**config.mk**
```make
export PLATFORM = sky130hd
export DESIGN_NAME = i2c_slave_ctrl
export DESIGN_NICKNAME = d
export VERILOG_FILES = /design/src/rtl/i2c_pkg.sv /design/src/rtl/i2c_addr_match.sv /design/src/rtl/i2c_slave_ctrl.sv
export SDC_FILE = /design/constraint.sdc
export NUM_CORES = 1
export LEC_CHECK = 0
export ABC_AREA = 0
export BUFFER_PORTS_ARGS = -buffer_cell sky130_fd_sc_hd__buf_2
export CAP_MARGIN = 20
export CORE_MARGIN = 4
export CORE_UTILIZATION = 48
export DETAILED_ROUTE_END_ITERATION = 10
export GPL_ROUTABILITY_DRIVEN = 0
export PLACE_DENSITY = 0.87
export SLEW_MARGIN = 15
export SYNTH_ARGS = -nofsm -noshare
export SYNTH_HDL_FRONTEND = slang
export SYNTH_HIERARCHICAL = 1
export SYNTH_SLANG_ARGS = --single-unit
```
**constraint.sdc**
```tcl
create_clock -name clock -period 2.18 [get_ports clock]
set_clock_uncertainty 0.1 [all_clocks]
set_input_delay 0 -clock clock [delete_from_list [all_inputs] [get_ports clock]]
set_output_delay 0 -clock clock [all_outputs]
set_load 0.03 [all_outputs]
```
**src/rtl/i2c_pkg.sv**
```systemverilog
// Shared definitions for the I2C slave.
//   ctrl_state_t : transaction controller states
//   I2C_GC_ADDR  : 7-bit general-call address
//   I2C_BYTE_W   : bits per I2C byte
package i2c_pkg;

  localparam int         I2C_BYTE_W  = 8;
  localparam logic [6:0] I2C_GC_ADDR = 7'h00;

  typedef enum logic [2:0] {
    IDLE,
    ADDR,
    ADDR_ACK,
    RX_BYTE,
    RX_ACK,
    TX_BYTE,
    TX_MACK,
    WAIT_STOP
  } ctrl_state_t;

endpackage

```
**src/rtl/i2c_addr_match.sv**
```systemverilog
// Combinational address compare for the I2C slave.
// Build option: I2C_GENERAL_CALL_EN -- when defined, address byte 0x00 is
// also accepted as a write-only general call (0x01 is still rejected).
// Ports:
//   addr_byte in  8 : received address byte {addr[6:0], r/w}
//   hit       out 1 : this slave is addressed
//   rw        out 1 : R/W bit to latch (1 = read); forced 0 for general call
module i2c_addr_match
  import i2c_pkg::*;
#(
  parameter logic [6:0] SLAVE_ADDR = 7'h42
) (
  input  logic [I2C_BYTE_W-1:0] addr_byte,
  output logic                  hit,
  output logic                  rw
);

  always_comb begin
    hit = 1'b0;
    rw  = addr_byte[0];
    if (addr_byte[7:1] == SLAVE_ADDR) begin
      hit = 1'b1;
    end
`ifdef I2C_GENERAL_CALL_EN
    else if (addr_byte == {I2C_GC_ADDR, 1'b0}) begin
      hit = 1'b1;
      rw  = 1'b0;
    end
`else
`endif
  end

endmodule

```
**src/rtl/i2c_slave_ctrl.sv**
```systemverilog
// Transaction controller for the I2C slave. Consumes SCL edge pulses and
// START/STOP detections, sequences the external SIPO / RX register / PISO,
// matches the slave address and drives ACK and read data on open-drain SDA.
// Build option: I2C_GENERAL_CALL_EN (see i2c_addr_match).
// Ports:
//   clock, reset            : system clock, async active-high reset
//   scl_rise, scl_fall      : one-cycle SCL edge pulses
//   i2c_start, i2c_stop     : START/repeated START and STOP pulses
//   sda_in                  : synchronized SDA level
//   sipo_full, sipo_out     : SIPO status / contents
//   piso_out, piso_empty    : PISO MSB / empty flag
//   tx_ready                : downstream has a transmit byte available
//   sipo_load, sipo_clear   : shift SIPO / clear SIPO
//   store                   : latch sipo_out into RX register
//   piso_load, piso_spit    : load PISO / shift PISO
//   sda_drive_low           : registered open-drain SDA pull-down
//   writeOK                 : RX register holds a new byte (pulse)
//   rd_req                  : a transmit byte was consumed (pulse)
//   rw_bit                  : R/W bit of current transaction (1 = read)
//   busy                    : addressed transaction in progress
module i2c_slave_ctrl
  import i2c_pkg::*;
#(
  parameter logic [6:0] SLAVE_ADDR = 7'h42
) (
  input  logic                  clock,
  input  logic                  reset,
  input  logic                  scl_rise,
  input  logic                  scl_fall,
  input  logic                  i2c_start,
  input  logic                  i2c_stop,
  input  logic                  sda_in,
  input  logic                  sipo_full,
  input  logic [I2C_BYTE_W-1:0] sipo_out,
  input  logic                  piso_out,
  input  logic                  piso_empty,
  input  logic                  tx_ready,
  output logic                  sipo_load,
  output logic                  sipo_clear,
  output logic                  store,
  output logic                  piso_load,
  output logic                  piso_spit,
  output logic                  sda_drive_low,
  output logic                  writeOK,
  output logic                  rd_req,
  output logic                  rw_bit,
  output logic                  busy
);

  ctrl_state_t state, state_nxt;

  logic byte_done;
  logic addr_hit, addr_rw;
  logic sda_nxt, rw_nxt, mack_nxt;
  logic tx_ok;     // tx_ready sampled when the current byte was loaded
  logic bit_pend;  // PISO moved last cycle; its new MSB is now valid
  logic mack;      // master ACKed the byte just sent

  assign byte_done = scl_fall & sipo_full;

  i2c_addr_match #(
    .SLAVE_ADDR(SLAVE_ADDR)
  ) u_addr_match (
    .addr_byte(sipo_out),
    .hit      (addr_hit),
    .rw       (addr_rw)
  );

  always_ff @(posedge clock or posedge reset) begin
    if (reset) begin
      state <= IDLE;
    end else begin
      state <= state_nxt;
    end
  end

  always_comb begin
    state_nxt = state;
    if (i2c_start) begin
      state_nxt = ADDR;
    end else if (i2c_stop) begin
      state_nxt = IDLE;
    end else begin
      unique case (state)
        IDLE:      state_nxt = IDLE;
        ADDR:      if (byte_done) state_nxt = addr_hit ? ADDR_ACK : WAIT_STOP;
        ADDR_ACK:  if (scl_fall) state_nxt = rw_bit ? TX_BYTE : RX_BYTE;
        RX_BYTE:   if (byte_done) state_nxt = RX_ACK;
        RX_ACK:    if (scl_fall) state_nxt = RX_BYTE;
        // PISO empties right after the 8th shift; SCL is low at that point
        TX_BYTE:   if (piso_empty) state_nxt = TX_MACK;
        TX_MACK: begin
          if (scl_rise && sda_in)      state_nxt = WAIT_STOP;
          else if (scl_fall && mack)   state_nxt = TX_BYTE;
        end
        WAIT_STOP: state_nxt = WAIT_STOP;
        default:   state_nxt = IDLE;
      endcase
    end
  end

  always_comb begin
    sipo_load  = 1'b0;
    sipo_clear = 1'b0;
    store      = 1'b0;
    piso_load  = 1'b0;
    piso_spit  = 1'b0;
    rd_req     = 1'b0;
    sda_nxt    = sda_drive_low;
    rw_nxt     = rw_bit;
    mack_nxt   = 1'b0;
    if (i2c_start) begin
      sipo_clear = 1'b1;
      sda_nxt    = 1'b0;
      rw_nxt     = 1'b0;
    end else if (i2c_stop) begin
      sda_nxt = 1'b0;
      rw_nxt  = 1'b0;
    end else begin
      unique case (state)
        IDLE: begin
          sda_nxt = 1'b0;
          rw_nxt  = 1'b0;
        end
        ADDR: begin
          sipo_load = scl_rise;
          if (byte_done && addr_hit) begin
            sda_nxt = 1'b1;
            rw_nxt  = addr_rw;
          end
        end
        ADDR_ACK: begin
          if (scl_fall) begin
            if (rw_bit) begin
              // SDA keeps the ACK until the loaded MSB becomes visible
              piso_load = 1'b1;
              rd_req    = 1'b1;
            end else begin
              sda_nxt    = 1'b0;
              sipo_clear = 1'b1;
            end
          end
        end
        RX_BYTE: begin
          sipo_load = scl_rise;
          if (byte_done) begin
            store   = 1'b1;
            sda_nxt = 1'b1;
          end
        end
        RX_ACK: begin
          if (scl_fall) begin
            sda_nxt    = 1'b0;
            sipo_clear = 1'b1;
          end
        end
        TX_BYTE: begin
          if (piso_empty) begin
            sda_nxt = 1'b0;
          end else begin
            piso_spit = scl_fall;
            // an underrun byte leaves SDA released so the master reads 0xFF
            if (bit_pend) sda_nxt = tx_ok & ~piso_out;
          end
        end
        TX_MACK: begin
          mack_nxt = mack | (scl_rise & ~sda_in);
          if (scl_fall && mack) begin
            piso_load = 1'b1;
            rd_req    = 1'b1;
          end
        end
        WAIT_STOP: sda_nxt = 1'b0;
        default:   sda_nxt = 1'b0;
      endcase
    end
  end

  always_ff @(posedge clock or posedge reset) begin
    if (reset) begin
      sda_drive_low <= 1'b0;
      rw_bit        <= 1'b0;
      writeOK       <= 1'b0;
      tx_ok         <= 1'b0;
      bit_pend      <= 1'b0;
      mack          <= 1'b0;
    end else begin
      sda_drive_low <= sda_nxt;
      rw_bit        <= rw_nxt;
      writeOK       <= store;
      bit_pend      <= piso_load | piso_spit;
      mack          <= mack_nxt & (state_nxt == TX_MACK);
      if (piso_load) tx_ok <= tx_ready;
    end
  end

  assign busy = (state == ADDR_ACK) || (state == RX_BYTE) || (state == RX_ACK) ||
                (state == TX_BYTE)  || (state == TX_MACK);

endmodule

```
==> metrics.txt <==
status complete, no violations; IO Pins 29; sequential area share after synthesis 27.9%; cell area after synthesis 807 um2; die width 49.0 um; largest net degree at the start of global routing 16; worst slew pin tran 498 ps; Setup crit end kind output pin; effective utilization at floorplan 52.4%; routed wire length per instance 14.1 um; Final min period 1820 ps; r2r startpoint state[0]$_DFF_PP0_; worst endpoint data arrival time 1720 ps; CTS Buffer Depth 2; cts repair resizes 0; Antenna diodes 0; via count 800; clock sink total 9; met1 usage 23.0%; fill cell count 132; Synth warnings 6; maximum clock rate 549 MHz; Syn Nets 111; Worst VDD drop 0.354 mV; static leakage 0.453 nW; final core occ 63.7%; WL final 1970 um; Max Cap Viol 0; setup TNS 0 ps; met2 usage in global routing 23.0%; grt peak-use layer met2; Avg Cell Area, Syn 8.77 um2; HP Class in2reg; EDFF count, synth 0; register bit count reported by yosys 9; DR vias/cell 5.71; setup violators final 0; R2R setup slack 390 ps; CTS Buf Count 3; H-tree Lvls 1; CTS tree done; CTS root buf clkbuf_4; commonest cells after routing, fill and taps aside buf_2 (28), dfrtp_1 (9), nor2_1 (7); startpoint types flip-flop; Initial DRC Count 13; slew margin rel. 66.8%; Chip Height 49.0 um; remaining antenna violation count after routing 0; Yosys cell types 48; Total GRT Usage 16.4%; # DRC 0; Core Region 1540 um2; Async S/R FF share, synth 100%; required time worst endpoint 2080 ps; TritonRoute pass-1 iters 5; final period utilization 83.5%; Rows 14; hpwl dp 1470 um; Worst-path clk slew 60 ps; initial antenna violation count 0; max-slew violation count 0; nets 144; layout cell share with drive strength beyond 1 35.5%; RSZ-0062 raised after global routing false; reg-to-reg critical path endpoint state[0]$_DFF_PP0_; main flop type after synthesis dfrtp_1; Area Overhead vs Synth 21.7%; Critical path origin state[2]$_DFF_PP0_; Clock Latency Late Sink 250 ps; port bufs 28; first-pass GRT wire length 3200 um; GRT Residual Overflow 0; die area 2400 um2; Syn Inst Count 92; vias in the first global route 736; Setup crit end sipo_clear; count of final hold-check violations 0; most common cell after layout, fill and taps aside buf_2; Pwr Density 417 nW/um2; met3 Use GR 3.06%; Post-CTS Repair Setup Buffers 0; worst-case reg-to-reg path depth 4; WS Path Type reg2out; Worst Path Max Fanout 14
## power breakdown
part	switching (W)	total (W)	internal [W]	leakage, nW
Clock	0.0000523	0.000122	0.0000701	0.0150
Sequential	0.00000915	0.000180	0.000171	0.122
Combinational	0.0000551	0.000108	0.0000524	0.316
## routing by layer
layer | part of all wire [%] | vias to the layer above
li1 | - | 405
met1 | 46 | 363
met2 | 47 | 26
met3 | 4.5 | 6
met4 | 3.3 | 0
met5 | 0 | -
## cell type report
type                       instances  area, um2  share of cell area (%)
clock buffer                       4       26.3                    2.68
inverter                           6       22.5                    2.29
multi-input combinational         70        483                    49.2
sequential                         9        225                    22.9
tap                               16       20.0                    2.04
timing repair buffer              35        205                    20.9
## critical path: stages, from the launching register on
cell and delay [ps]:
dfrtp_1 560, buf_4 240, and2b_2 170, a21oi_1 40, o31ai_1 220, buf_2 240
## through the flow
step	setup WS, ps	total power (W)	area (um2)	hold WS, ps	std cells
3_3_place_gp	498	0.000280	906	-133	131
6_report	360	0.000410	982	7.58	140
2_1_floorplan	303	0.000254	807	-272	92
5_1_grt	232	0.000436	982	40.6	140
3_5_place_dp	429	0.000282	906	-133	131
4_1_cts	363	0.000415	982	2.87	140
## state kept, by name, summed over array words and instances (netlist names)
register	flops
mack	1
bit_pend	1
sda_drive_low	1
rw_bit	1
writeOK	1
state	3
tx_ok	1
## Yosys cell counts, drive strengths merged, types with 2 or more instances
cell type  count  share of area (%)
a21oi          6                3.7
dfrtp          9                 28
nand2b         2                1.9
nor3b          2                1.9
and3           2                1.6
o21a           2                1.9
nand2          2               0.93
clkbuf         2                3.4
o21ai          2                1.2
nor2           7                3.3
nor3           3                1.9
or2            2                1.6
a22oi          2                2.5
and2b          2                2.3
buf            5                6.0
o211ai         2                1.9
mux2           2                2.8
o22ai          2                1.6
nor2b          4                3.7
nand3          5                3.1
inv            6                2.8
## worst min-delay path by stage
stage,start,to,slack (ps),cells after the start
2_1_floorplan,reset,bit_pend$_DFF_PP0_,-270,1
3_3_place_gp,reset,bit_pend$_DFF_PP0_,-130,2
3_5_place_dp,reset,mack$_DFF_PP0_,-130,2
4_1_cts,sipo_out[0],rw_bit$_DFFE_PP0P_,3,4
5_1_grt,sipo_out[0],rw_bit$_DFFE_PP0P_,40,4
6_report,sipo_out[0],rw_bit$_DFFE_PP0P_,8,4
## timing repair
action / 4_1_cts / 5_1_grt
setup endpoints to repair: 0 / 0
endpoints found under the hold margin: 13 / 0
hold buffers: 5 / 0
## logic make-up after synthesis
kind of cell	share of synthesized area [%]
AOI/OAI and AO/OA	27.1
muxes	4.03
buffers and inverters	12.2
and+or+nand+nor	28.7
DFF	27.9
Power figures use the tool's default switching activity.
